===== config.mk =====
export PLATFORM = sky130hd
export DESIGN_NAME = serial_add_ctrl
export DESIGN_NICKNAME = d
export VERILOG_FILES = /design/src/rtl/serial_add_ctrl.sv
export SDC_FILE = /design/constraint.sdc
export NUM_CORES = 1
export LEC_CHECK = 0
export ABC_CLOCK_PERIOD_IN_PS = 2500
export BUFFER_PORTS_ARGS = -buffer_cell sky130_fd_sc_hd__buf_2
export CAP_MARGIN = 5
export CORE_MARGIN = 4
export CORE_UTILIZATION = 45
export DETAILED_ROUTE_END_ITERATION = 8
export GPL_ROUTABILITY_DRIVEN = 0
export PLACE_DENSITY = 0.67
export SETUP_SLACK_MARGIN = 0.1
export SLEW_MARGIN = 30
export SYNTH_ARGS = -nofsm -noshare
export SYNTH_HDL_FRONTEND = slang
export SYNTH_SLANG_ARGS = --single-unit

===== constraint.sdc =====
create_clock -name i_clk -period 2.5 [get_ports i_clk]
set_input_delay 0.375 -clock i_clk [delete_from_list [all_inputs] [get_ports i_clk]]
set_output_delay 0.375 -clock i_clk [all_outputs]
set_load 0.005 [all_outputs]

===== src/rtl/serial_add_ctrl.sv =====
// serial_add_ctrl: bit-serial adder sequencer driving one shared external 1-bit full adder cell, LSB first
module serial_add_ctrl #(
    parameter int WIDTH = 8
) (
    input  logic             i_clk,
    input  logic             i_reset,
    input  logic             i_start,
    input  logic [WIDTH-1:0] i_a,
    input  logic [WIDTH-1:0] i_b,
    input  logic             i_cin,
    output logic             o_busy,
    output logic             o_done,
    output logic [WIDTH-1:0] o_sum,
    output logic             o_cout,
    output logic             o_fa_x,
    output logic             o_fa_y,
    output logic             o_fa_cin,
    input  logic             i_fa_sum,
    input  logic             i_fa_cout
);
    localparam int CW = WIDTH > 1 ? $clog2(WIDTH) : 1;
    localparam logic [CW-1:0] LAST = CW'(WIDTH - 1);
    typedef enum logic [1:0] {IDLE, RUN, DONE} state_t;
    state_t           r_state;
    logic [WIDTH-1:0] r_areg;
    logic [WIDTH-1:0] r_breg;
    logic [WIDTH-1:0] r_sreg;
    logic             r_carry;
    logic [CW-1:0]    r_cnt;
    logic             r_busy;
    logic             r_done;
    logic [WIDTH-1:0] r_sum;
    logic             r_cout;
    logic [WIDTH-1:0] w_sreg_next;
    // Partial result with the freshly computed bit entering at the top; the shift form keeps WIDTH=1 legal.
    assign w_sreg_next = WIDTH'({i_fa_sum, r_sreg} >> 1);
    // The cell only sees live operand bits while running; r_busy mirrors the RUN state.
    assign o_fa_x   = r_busy & r_areg[0];
    assign o_fa_y   = r_busy & r_breg[0];
    assign o_fa_cin = r_busy & r_carry;
    assign o_busy   = r_busy;
    assign o_done   = r_done;
    assign o_sum    = r_sum;
    assign o_cout   = r_cout;
    // Sequencer: capture operands on start, feed one bit pair per clock, publish the result on the last bit.
    always_ff @(posedge i_clk or posedge i_reset) begin
        if (i_reset) begin
            r_state <= IDLE;
            r_areg  <= '0;
            r_breg  <= '0;
            r_sreg  <= '0;
            r_carry <= 1'b0;
            r_cnt   <= '0;
            r_busy  <= 1'b0;
            r_done  <= 1'b0;
            r_sum   <= '0;
            r_cout  <= 1'b0;
        end else begin
            case (r_state)
                IDLE: begin
                    if (i_start) begin
                        r_areg  <= i_a;
                        r_breg  <= i_b;
                        r_carry <= i_cin;
                        r_sreg  <= '0;
                        r_cnt   <= '0;
                        r_busy  <= 1'b1;
                        r_state <= RUN;
                    end
                end
                RUN: begin
                    r_sreg  <= w_sreg_next;
                    r_carry <= i_fa_cout;
                    r_areg  <= r_areg >> 1;
                    r_breg  <= r_breg >> 1;
                    r_cnt   <= r_cnt + 1'b1;
                    if (r_cnt == LAST) begin
                        r_sum   <= w_sreg_next;
                        r_cout  <= i_fa_cout;
                        r_busy  <= 1'b0;
                        r_done  <= 1'b1;
                        r_state <= DONE;
                    end
                end
                default: begin
                    r_done  <= 1'b0;
                    r_state <= IDLE;
                end
            endcase
        end
    end
endmodule


==> impl_metrics.toml <==
[die]
dieWidth_um = 71.45
io_pins = 36
dieArea_mm2 = 0.005105
coreArea_mm2 = 0.003771
initial_core_util_pct = 48.04
num_rows = 22
die_height_um = 71.45

[final_layout]
drive_gt1_share_pct = 29.90
finalNetCount = 217
syn2layout_area_growth_pct = 16.64
stdcell_area_mm2 = 0.002113
post-route-util_pct = 56.04
final_cells = 242
diodes = 0

[global_route]
grt_overflow = 0
grt_pass1_vias = 1383
top_usage_layer = "met2"
grt_max_degree = 41
met2_usage_pct = 25.10
grt_use_met3_pct = 4.488
antenna_found_initial = 0
grt_pass1_wl_mm = 6.279
grt_usage_pct = 15.47
met1_usage_pct = 19.46

[timing]
clock.fmax_mhz = 666.9
setup_viol = 0
hold_viol = 0
finalSetupTns_ns = 0
rsz0062_at_grt = "false"
fin_worst_skew_ns = 0.003107
worst_slack_ns = 1.001
relSlewSlack_pct = 60.25
report.final.slew_viol_count = 0
period_share_pct = 59.98
tightest_slew_ns = 0.5963
period_needed_ns = 1.499

[route]
ant_nets = 0
drt_first_pass_iters = 4
drc = 0
wl_per_cell_um = 14.74
drtIter0Drc = 112
avgViaCountPerCell = 5.554
wirelength_mm = 3.567
num_vias = 1344

[critical_path]
r2r_slack_ns = 1.00
r2r_end = "r_carry$_DFFE_PP0P_"
cp_max_fo = 16
path_class = "reg -> reg"
crit_path_end_kind = "flop"
ff2ff_path_depth = 3
crit_start = "r_state[1]$_DFFE_PP0P_"
startpoint_type = "flop"
worstPathArrival_ns = 1.70
r2r-start = "r_state[1]$_DFFE_PP0P_"
required_ns = 2.70

[clock_tree]
post_cts_resized = 0
cts-htree-levels = 2
clock_path_buffers = 2
cts_setup_buffers = 0
root_buffer = "clkbuf_8"
cts_hold_buf = 0
cts_buffers = 5
insertion_delay_ns = 0.28
cts_tree = "built"
clk_pin_slew_ns = 0.07
cts.sinks = 40

[flow_run]
maxCapViolCount = 0

[power]
p_sw_share_pct = 32.85
pwr-share-seq_pct = 44.2
internal-power_uw = 1753
p_per_area_mw_per_mm2 = 1236
p_leak_uw = 0.0009961
clkPwrFrac_pct = 21.5
switchingPower_uw = 857.6
irDropWorstVdd_v = 0.0006253
p_comb_share_pct = 34.3

[placed_design]
dp_cells = 234
post-place-ws_ns = 0.9944
dp_hpwl_mm = 2.414
place_area_mm2 = 0.001987
io_buffers = 35

[status]
run_status = "completed"

[synthesis]
syn_area_mm2 = 0.001812
yosysTopAreaCell = "dfrtp_1"
syn_area_per_cell_um2 = 11.25
synthTopCellsByArea = "dfrtp_1 55%, nor3_1 12%, mux2_4 7.5%"
synthesis.nets = 185
synth.distinct_cells = 23
synth_warnings = 0
synth-seq-area-share_pct = 55.25
yosysTopAreaCellShare_pct = 55.25
ys_ff_latch = 40
syn_inst = 161

[min_path]
min_path_type = "in -> async"
[per-stage QoR]
stage	total power [uW]	hold slack (ns)
detailed placement	2073	0.4805
global route	2814	0.2794
finish	2611	0.1955
global placement	2021	0.4811
floorplan	1827	0.4543
CTS	2644	0.2109
[metal layers]
layer / vias to the layer above / routed length [um]
li1: 650 / -
met1: 658 / 1591
met2: 31 / 1732
met3: 5 / 213
met4: 0 / 30
met5: - / 0
[how the worst max path moves through the flow]
stage	end	slack, ns
after detailed placement	r_carry$_DFFE_PP0P_	0.99
after global routing	r_breg[2]$_DFFE_PP0P_	0.83
after floorplan	o_cout$_DFFE_PP0P_	1.13
after global placement	o_cout$_DFFE_PP0P_	1.06
final	r_carry$_DFFE_PP0P_	1.00
after CTS	r_carry$_DFFE_PP0P_	0.98
[cell usage after synthesis]
cell,number
nand2_1,3
o22ai_1,15
a22o_1,9
buf_6,2
nor3_1,45
a21oi_1,1
and2_1,3
mux2i_1,1
nor2b_4,1
mux2_4,9
buf_4,1
buf_2,9
o21ai_0,6
nor2_1,4
and2b_1,1
ha_1,2
nand2b_2,1
o21bai_2,1
inv_1,4
o21ai_1,1
dfrtp_1,40
nand2_8,1
nand2b_1,1
[flip-flops by register name, indices dropped and copies added (netlist names)]
signal and count:
o_sum 8, r_carry 1, r_sreg 7, r_areg 8, r_cnt 3, o_cout 1
o_busy 1, r_state 2, o_done 1, r_breg 8
[cell families after synthesis]
family / Yosys count / synth area share [%]
AND/OR/NAND/NOR: 60 / 18.03
flip-flops: 40 / 55.25
AO/OA/AOI/OAI: 33 / 12.36
buffers and inverters: 16 / 4.972
multiplexers: 10 / 8.011
adder cells (fa/ha/maj): 2 / 1.381
[power groups by stage]
stage                     logic [uW]  clock network (uW)  registers (uW)
after global placement           878                   0            1140
after floorplan                  718                   0            1110
final                            896                 561            1150
after global routing            1010                 601            1200
after CTS                        913                 578            1150
after detailed placement         915                   0            1160
[layout by cell type, fill, tap and decap left out, types with 2 or more instances in the layout]
cell / Yosys / layout
a22o_1: 9 / 9
and2_1: 3 / 3
buf_2: 9 / 35
buf_4: 1 / 2
clkbuf_8: 0 / 7
dfrtp_1: 40 / 40
ha_1: 2 / 2
inv_1: 4 / 4
mux2_4: 9 / 9
nand2_1: 3 / 3
nor2_1: 4 / 4
nor3_1: 45 / 45
o21ai_0: 6 / 6
o22ai_1: 15 / 15
[cell type report]
cell class,count,area (um2)
Fill cell,336,1658
Sequential cell,40,1001
Multi-Input combinational cell,105,720.7
Timing Repair Buffer,37,190.2
Clock buffer,7,96.34
Tap cell,48,60.06
Clock inverter,1,30.03
Inverter,4,15.01
[critical path, cell delays in order, from the launching register on]
cell and delay [ns]:
dfrtp_1 0.52, nand2b_1 0.54, o22ai_1 0.18, nor3_1 0.17
Power figures use the tool's default switching activity.
